<file path="src/rtl/common_pkg.sv">
// ---------------------------------------------------------------------------
// common
//   Shared pipeline types and constants.
//   - control_type   : control word carried from decode through write-back
//   - mem_state_type : memory-stage access sequencer states
//   - F3_*           : funct3 load/store size encodings
//   - access_bytes   : width in bytes of a funct3 size (unused codes -> word)
//   - is_signed_load : funct3 size requests sign extension
// ---------------------------------------------------------------------------
package common;

    localparam int unsigned XLEN = 32;

    localparam logic [2:0] F3_BYTE   = 3'b000;
    localparam logic [2:0] F3_HALF   = 3'b001;
    localparam logic [2:0] F3_WORD   = 3'b010;
    localparam logic [2:0] F3_BYTE_U = 3'b100;
    localparam logic [2:0] F3_HALF_U = 3'b101;

    typedef struct packed {
        logic       reg_write;
        logic [4:0] rd;
        logic       mem_read;
        logic       mem_write;
        logic [2:0] mem_size;
    } control_type;

    typedef enum logic [1:0] {
        IDLE = 2'd0,
        REQ  = 2'd1,
        RESP = 2'd2
    } mem_state_type;

    // Unused encodings (011, 110, 111) fall back to a full word.
    function automatic logic [2:0] access_bytes(input logic [2:0] size);
        case (size)
            F3_BYTE, F3_BYTE_U: return 3'd1;
            F3_HALF, F3_HALF_U: return 3'd2;
            default:            return 3'd4;
        endcase
    endfunction

    function automatic logic is_signed_load(input logic [2:0] size);
        return (size == F3_BYTE) || (size == F3_HALF);
    endfunction

endpackage

</file>
<file path="src/rtl/load_store_align.sv">
// ---------------------------------------------------------------------------
// load_store_align
//   Purely combinational data-alignment helper for a 32-bit little-endian
//   memory port. Usable by any load/store path (data or fetch).
//   Ports:
//     i_offset      byte offset within the word (address[1:0])
//     i_size        funct3 access size
//     i_store_data  store operand (rs2)
//     i_rdata       raw memory read word
//     o_be          byte enables for the access
//     o_wdata       store data replicated across all lanes of its width
//     o_load_data   read word shifted down by the offset and extended
//     o_misaligned  access crosses its natural alignment
// ---------------------------------------------------------------------------
module load_store_align
    import common::*;
(
    input  logic [1:0]  i_offset,
    input  logic [2:0]  i_size,
    input  logic [31:0] i_store_data,
    input  logic [31:0] i_rdata,
    output logic [3:0]  o_be,
    output logic [31:0] o_wdata,
    output logic [31:0] o_load_data,
    output logic        o_misaligned
);

    logic [2:0]  w_bytes;
    logic        w_signed;
    logic [31:0] w_shifted;

    assign w_bytes   = access_bytes(i_size);
    assign w_signed  = is_signed_load(i_size);
    assign w_shifted = i_rdata >> {i_offset, 3'b000};

    always_comb begin
        o_be         = 4'b1111;
        o_wdata      = i_store_data;
        o_load_data  = w_shifted;
        o_misaligned = 1'b0;
        case (w_bytes)
            3'd1: begin
                o_be        = 4'b0001 << i_offset;
                o_wdata     = {4{i_store_data[7:0]}};
                o_load_data = {{24{w_signed & w_shifted[7]}}, w_shifted[7:0]};
            end
            3'd2: begin
                o_be         = 4'b0011 << i_offset;
                o_wdata      = {2{i_store_data[15:0]}};
                o_load_data  = {{16{w_signed & w_shifted[15]}}, w_shifted[15:0]};
                o_misaligned = i_offset[0];
            end
            default: begin
                o_misaligned = (i_offset != 2'b00);
            end
        endcase
    end

endmodule

</file>
<file path="src/rtl/memory_stage.sv">
// ---------------------------------------------------------------------------
// memory_stage
//   Memory-access stage of the five-stage RISC-V pipeline. Accepts the
//   execute-stage bundle, runs loads/stores on a req/gnt/rvalid data port and
//   presents a registered MEM/WB bundle.
//   Ports:
//     clk, reset          pipeline clock, asynchronous active-high reset
//     in_valid            execute bundle valid (accepted only when not stalled)
//     control_in          control word from execute
//     alu_data            ALU result / effective address
//     memory_data         store operand
//     stall               access outstanding; upstream holds its bundle
//     out_valid           one-cycle pulse per retired bundle
//     control_out         registered control word of the retired bundle
//     alu_data_out        registered alu_data of the retired bundle
//     load_data           extended load result, 0 for non-loads
//     misaligned          retired access was misaligned (no bus access)
//     mem_req/we/addr/be/wdata   data-memory request side
//     mem_gnt             request accepted this cycle
//     mem_rvalid/rdata    load response
// ---------------------------------------------------------------------------
module memory_stage
    import common::*;
(
    input  logic        clk,
    input  logic        reset,
    input  logic        in_valid,
    input  control_type control_in,
    input  logic [31:0] alu_data,
    input  logic [31:0] memory_data,
    output logic        stall,
    output logic        out_valid,
    output control_type control_out,
    output logic [31:0] alu_data_out,
    output logic [31:0] load_data,
    output logic        misaligned,
    output logic        mem_req,
    output logic        mem_we,
    output logic [31:0] mem_addr,
    output logic [3:0]  mem_be,
    output logic [31:0] mem_wdata,
    input  logic        mem_gnt,
    input  logic        mem_rvalid,
    input  logic [31:0] mem_rdata
);

    mem_state_type r_state;
    mem_state_type w_state_next;

    // Latched access (held stable for the whole request/response).
    control_type r_ctrl;
    logic [31:0] r_alu;
    logic        r_mem_we;
    logic [31:0] r_mem_addr;
    logic [3:0]  r_mem_be;
    logic [31:0] r_mem_wdata;

    // MEM/WB output register.
    logic        r_out_valid;
    control_type r_ctrl_out;
    logic [31:0] r_alu_out;
    logic [31:0] r_load_data;
    logic        r_misaligned;

    logic        w_idle;
    logic        w_accept;
    logic        w_is_mem;
    logic        w_start;
    logic        w_retire_now;
    logic        w_store_done;
    logic        w_load_done;
    logic [1:0]  w_align_offset;
    logic [2:0]  w_align_size;
    logic [3:0]  w_be;
    logic [31:0] w_wdata;
    logic [31:0] w_load_data;
    logic        w_misaligned;

    assign w_idle   = (r_state == IDLE);
    assign w_accept = w_idle & in_valid;
    assign w_is_mem = control_in.mem_read | control_in.mem_write;

    // One aligner serves both ends: in IDLE it decodes the incoming bundle,
    // while busy it extracts the response using the latched offset and size.
    assign w_align_offset = w_idle ? alu_data[1:0]       : r_alu[1:0];
    assign w_align_size   = w_idle ? control_in.mem_size : r_ctrl.mem_size;

    load_store_align u_align (
        .i_offset     (w_align_offset),
        .i_size       (w_align_size),
        .i_store_data (memory_data),
        .i_rdata      (mem_rdata),
        .o_be         (w_be),
        .o_wdata      (w_wdata),
        .o_load_data  (w_load_data),
        .o_misaligned (w_misaligned)
    );

    // Non-memory ops and misaligned accesses bypass the bus entirely.
    assign w_start      = w_accept & w_is_mem & ~w_misaligned;
    assign w_retire_now = w_accept & ~w_start;
    assign w_store_done = (r_state == REQ) & mem_gnt & r_mem_we;
    assign w_load_done  = (r_state == RESP) & mem_rvalid;

    // -----------------------------------------------------------------------
    // Access sequencer
    // -----------------------------------------------------------------------
    always_ff @(posedge clk or posedge reset) begin
        if (reset) begin
            r_state <= IDLE;
        end else begin
            r_state <= w_state_next;
        end
    end

    always_comb begin
        w_state_next = r_state;
        case (r_state)
            IDLE: begin
                if (w_start) begin
                    w_state_next = REQ;
                end
            end
            REQ: begin
                if (mem_gnt) begin
                    w_state_next = r_mem_we ? IDLE : RESP;
                end
            end
            RESP: begin
                // rvalid is only honoured here; earlier responses are ignored.
                if (mem_rvalid) begin
                    w_state_next = IDLE;
                end
            end
            default: begin
                w_state_next = IDLE;
            end
        endcase
    end

    // -----------------------------------------------------------------------
    // Access latch
    // -----------------------------------------------------------------------
    always_ff @(posedge clk or posedge reset) begin
        if (reset) begin
            r_ctrl      <= '0;
            r_alu       <= '0;
            r_mem_we    <= 1'b0;
            r_mem_addr  <= '0;
            r_mem_be    <= '0;
            r_mem_wdata <= '0;
        end else if (w_start) begin
            r_ctrl      <= control_in;
            r_alu       <= alu_data;
            r_mem_we    <= control_in.mem_write;
            r_mem_addr  <= {alu_data[31:2], 2'b00};
            r_mem_be    <= w_be;
            r_mem_wdata <= w_wdata;
        end
    end

    // -----------------------------------------------------------------------
    // MEM/WB register
    // -----------------------------------------------------------------------
    always_ff @(posedge clk or posedge reset) begin
        if (reset) begin
            r_out_valid  <= 1'b0;
            r_ctrl_out   <= '0;
            r_alu_out    <= '0;
            r_load_data  <= '0;
            r_misaligned <= 1'b0;
        end else begin
            r_out_valid <= w_retire_now | w_store_done | w_load_done;
            if (w_retire_now) begin
                r_ctrl_out   <= control_in;
                r_alu_out    <= alu_data;
                r_load_data  <= '0;
                r_misaligned <= w_is_mem & w_misaligned;
            end else if (w_store_done | w_load_done) begin
                r_ctrl_out   <= r_ctrl;
                r_alu_out    <= r_alu;
                r_load_data  <= w_load_done ? w_load_data : 32'd0;
                r_misaligned <= 1'b0;
            end
        end
    end

    assign stall        = ~w_idle;
    assign mem_req      = (r_state == REQ);
    assign mem_we       = r_mem_we;
    assign mem_addr     = r_mem_addr;
    assign mem_be       = r_mem_be;
    assign mem_wdata    = r_mem_wdata;
    assign out_valid    = r_out_valid;
    assign control_out  = r_ctrl_out;
    assign alu_data_out = r_alu_out;
    assign load_data    = r_load_data;
    assign misaligned   = r_misaligned;

endmodule

</file>
<file path="config.mk">
export PLATFORM = sky130hd
export DESIGN_NAME = memory_stage
export DESIGN_NICKNAME = d
export VERILOG_FILES = /design/src/rtl/common_pkg.sv /design/src/rtl/load_store_align.sv /design/src/rtl/memory_stage.sv
export SDC_FILE = /design/constraint.sdc
export NUM_CORES = 1
export LEC_CHECK = 0
export ABC_AREA = 0
export CAP_MARGIN = 20
export CORE_MARGIN = 2
export CORE_UTILIZATION = 41
export DETAILED_ROUTE_END_ITERATION = 16
export GPL_TIMING_DRIVEN = 0
export PLACE_DENSITY = 0.76
export SLEW_MARGIN = 20
export SYNTH_ARGS = -nofsm -noshare
export SYNTH_HDL_FRONTEND = slang
export SYNTH_SLANG_ARGS = --single-unit
</file>
<file path="constraint.sdc">
create_clock -name clk -period 4.55 [get_ports clk]
set_clock_uncertainty 0.05 [all_clocks]
set_input_delay 0.455 -clock clk [delete_from_list [all_inputs] [get_ports clk]]
set_output_delay 0.455 -clock clk [all_outputs]
set_load 0.05 [all_outputs]
</file>
==> summary.md <==
Summed over its instances, the top area cell type makes up 52.54% of the synthesized netlist area. The net count of the finished layout is 1,218. Async set-or-reset flop fraction in the synthesized netlist: 100.0%. In this run, flip-flops and latches consume 25.1% of the power. The leading cell type in the layout, fill and taps excluded was sky130_fd_sc_hd__nand2_1. After synthesis the netlist holds a flip-flop and latch count of 158. The tools report the die area as 19,450 µm². TritonCTS built the clock tree. Measured along the x axis, the die boundary spans 139.5 µm. The run gives 0 as the DRC violation count after routing.

The signal on the critical path passes through clkdlybuf4s50_1, or4_4, o221ai_1, a21oi_2, nor2_1, buf_2, buf_2, nand2_1, o211ai_1. Setup repair after global routing left no endpoint under its margin. The flow ran to the end, and the final reports show no timing, DRC or antenna violations. The final max-slew violation count was 0. Once the floorplan was initialized, standard cells occupied 41.89% of the core. Of the synthesized area, sequential elements account for 52.54%. For the total number of clock tree sinks, the log shows 158. The final estimated routing congestion in global placement came out at 0.9081.

Summed over all instances, the cell type with the most area after synthesis is sky130_fd_sc_hd__dfrtp_1. The layout-stage area growth over the synthesis result works out to 47.92%. Global routing consumed, over all layers together, 25.39% of the routing resources.

STA classifies the critical path startpoint as an input pin. After routing the design area is 11,130 µm². The tools report the netlist area before placement as 7525 µm². The number of max-cap violations is 0, and the via-per-instance ratio is 5.217.

In this run the power density over the cells is 873.6 nW/µm². The library cells used most frequently in the layout, excluding fill and tap cells, are sky130_fd_sc_hd__nand2_1 (308), sky130_fd_sc_hd__clkdlybuf4s50_1 (257), sky130_fd_sc_hd__dfrtp_1 (158). During synthesis, Yosys emitted a total of 0 warnings. The run gives 0 as the count of inserted antenna diode cells. The first detailed-routing pass ran for 5 iterations. The aggregate negative setup slack is 0 ns. The die is 139.5 µm tall. After legalization and detailed placement, the total HPWL measured 18.27 mm. The analysis attributes to cell leakage a power of 4.980 nW. The count of nets left with antenna violations once routing finished came out at 0. The clock network is responsible for 15.8% of the overall power. After synthesis, the cell types taking the most area are sky130_fd_sc_hd__dfrtp_1 (53%), sky130_fd_sc_hd__nand2_1 (15%), sky130_fd_sc_hd__mux2i_1 (4.3%).

Across all setup checks in the final design, the least slack found is 1.821 ns. For the worst flop-to-flop path, the logic depth is 8. At the worst endpoint, the required time is 4.84 ns. In this run, post-CTS hold repair placed 0 buffers.

The tools report the initial antenna violation count as 0. Nature of the critical path endpoint: a flip-flop. After detailed placement, the total cell area comes to 10,490 µm². In the synthesized netlist, the number of instances is 824.

The minimum clock period works out to 2.729 ns. The share of total power consumed by net switching works out to 49.71%. Met1 demand-to-capacity share in global routing: 34.16%.

In this run, the number of DRC markers left after iteration 0 of detailed routing was 437. Combinational cells account for 59.1% of the total power. Input and output buffers added on the ports amount to 257. Setup violations remaining at the end of the flow were counted as 0. The most numerous cell type found on the critical path is sky130_fd_sc_hd__buf_2. Gates resized during post-CTS repair numbered 0. The maximum frequency from static timing analysis is 366.4 MHz, and the maximum clock path buffer count is 2. The layer flagged by global routing as most heavily used is met2. The most used flip-flop cell after synthesis is sky130_fd_sc_hd__dfrtp_1. In this run the count of I/O pins placed on the die edge is 260. After detailed routing, the total wire length is 24.53 mm. The standard cell with the maximum stage delay on the critical path was sky130_fd_sc_hd__or4_4. Global routing finished with a remaining overflow of 0. The logs give 503.4 µV for the peak supply drop and 0 for the number of buffers inserted to repair setup after CTS. The worst pin sits at a relative slew slack of 43.14%. The core region is 17,960 µm². Entering global routing, the biggest net connects 34 pins. The setup path with the least slack is of type in -> reg. The post-synthesis area per instance came out at 9.132 µm².

For the pin with the worst max-slew slack, the measured transition is 0.8291 ns. The first global-routing pass estimated 38.71 mm of wire. The tools report the met3 track demand over resource in global routing as 6.297%. The analysis attributes to net switching a power of 4.834 mW.

CTS placed an instance of sky130_fd_sc_hd__clkbuf_16 at the clock tree root. For the data arrival time of the critical path, the log shows 3.02 ns. The clock latency at the later pin of the worst-skew pair was 0.42 ns; the fraction of layout cells with a size suffix above 1 was 9.741%.

The tools report the internal power consumption as 4.890 mW. The floorplan has 49 rows. Detailed routing inserted a total of 7,033 vias.

The largest stage delay on the critical path was 0.62 ns. After clock tree synthesis, the clock-pin slew on the worst setup and hold paths is 0.06 ns. The post-route clock period utilization was 59.98%; the CTS H-tree depth was 4. Of all nets on the critical path, the largest fanout is 10.

In the global route stage, met2 resource usage came out at 40.61%. Synthesis instantiated 52 different standard cells from the library. Number of enable-type register cells in the synthesized netlist: 0.

After filler insertion, the fill cell instance count of the layout stands at 1,553. For the final number of hold-violating endpoints, the log shows 0. After detailed routing, the average wire length per cell comes to 18.20 µm. The number of clock buffers added by TritonCTS is 17. The worst hold path belongs to the class in -> async. The via count of the first global-routing pass was 6,956; the worst setup slack before clock tree synthesis was 1.405 ns.
cells in the mapped netlist (3+ instances only):
| cell type | instances |
|---|---|
| sky130_fd_sc_hd__mux2i_1 | 32 |
| sky130_fd_sc_hd__a32o_1 | 8 |
| sky130_fd_sc_hd__o31ai_1 | 9 |
| sky130_fd_sc_hd__a31oi_1 | 18 |
| sky130_fd_sc_hd__a22o_1 | 9 |
| sky130_fd_sc_hd__dfrtp_1 | 158 |
| sky130_fd_sc_hd__buf_4 | 32 |
| sky130_fd_sc_hd__mux2_2 | 3 |
| sky130_fd_sc_hd__a22oi_1 | 22 |
| sky130_fd_sc_hd__o21ai_0 | 46 |
| sky130_fd_sc_hd__a21oi_1 | 44 |
| sky130_fd_sc_hd__nand2_1 | 308 |
| sky130_fd_sc_hd__nand3_1 | 3 |
| sky130_fd_sc_hd__clkbuf_1 | 35 |
| sky130_fd_sc_hd__nor2_1 | 22 |
| sky130_fd_sc_hd__mux4_2 | 7 |
| sky130_fd_sc_hd__inv_1 | 6 |
| sky130_fd_sc_hd__buf_2 | 15 |
| sky130_fd_sc_hd__o211ai_1 | 9 |
critical path: cells and delay by family:
family                 cells  cell delay (ns)
and+or+nand+nor            3             0.87
AOI/OAI and AO/OA          3             0.50
buffers and inverters      3             1.19
state kept, by name, indices dropped and copies added, names as in the netlist:
register      cells
out_valid         1
r_ctrl           10
r_alu            32
control_out      11
alu_data_out     32
mem_we            1
misaligned        1
load_data        32
mem_be            4
r_state           2
mem_wdata        32
area by class of cell:
type / instances / area, µm² / share of cell area [%]
Sequential cell: 158 / 3954 / 35.52
Clock buffer: 20 / 466.7 / 4.193
Timing Repair Buffer: 262 / 2673 / 24.01
Multi-Input combinational cell: 574 / 3075 / 27.63
Tap cell: 229 / 286.5 / 2.574
Inverter: 7 / 30.03 / 0.2698
Buffer: 86 / 473.0 / 4.249
Clock inverter: 12 / 172.7 / 1.551
worst paths after layout:
check                                             from                           to  slack, ns
max in group asynchronous                        reset    mem_wdata[23]$_DFFE_PP0P_       3.36
min reg2reg                alu_data_out[7]$_DFFE_PP0P_  alu_data_out[7]$_DFFE_PP0P_       0.42
max reg2reg                     r_state[0]$_DFFE_PP0P_    load_data[16]$_DFFE_PP0P_       1.90
max                                      control_in[1]     load_data[9]$_DFFE_PP0P_       1.82
min                                              reset    load_data[30]$_DFFE_PP0P_       0.33
min in group clk           alu_data_out[7]$_DFFE_PP0P_  alu_data_out[7]$_DFFE_PP0P_       0.42
layer usage:
metal / wire, µm / share of wire (%)
met3: 1979 / 8.1
met4: 413 / 1.7
met5: 0 / 0
met2: 11750 / 48
met1: 10390 / 42
logic make-up after synthesis:
| family | synth area share, % |
|---|---|
| buffers and inverters | 6.635 |
| and+or+nand+nor | 18.46 |
| AOI/OAI and AO/OA | 15.51 |
| DFF | 52.54 |
| other | 0.04984 |
| muxes | 6.801 |
through the flow:
step           utilization [%]  cells  hold slack [ns]  total power, mW
2_1_floorplan                -    825           0.3954            6.251
3_3_place_gp             57.85   1311           0.4089            8.113
3_5_place_dp             58.40   1316           0.4117            8.199
4_1_cts                  61.96   1348           0.3359            9.766
5_1_grt                  61.96   1348           0.3630            10.24
6_report                 61.96   1348           0.3343            9.724
power by group through the flow:
stage          logic (mW)  clock network [mW]  registers [mW]
2_1_floorplan        2.35                   0            3.91
3_3_place_gp         5.68                   0            2.43
3_5_place_dp         5.75                   0            2.45
4_1_cts              5.76                1.57            2.44
5_1_grt              6.09                1.63            2.52
6_report             5.75                1.54            2.44
No activity file was read; power rests on OpenSTA's default activity.
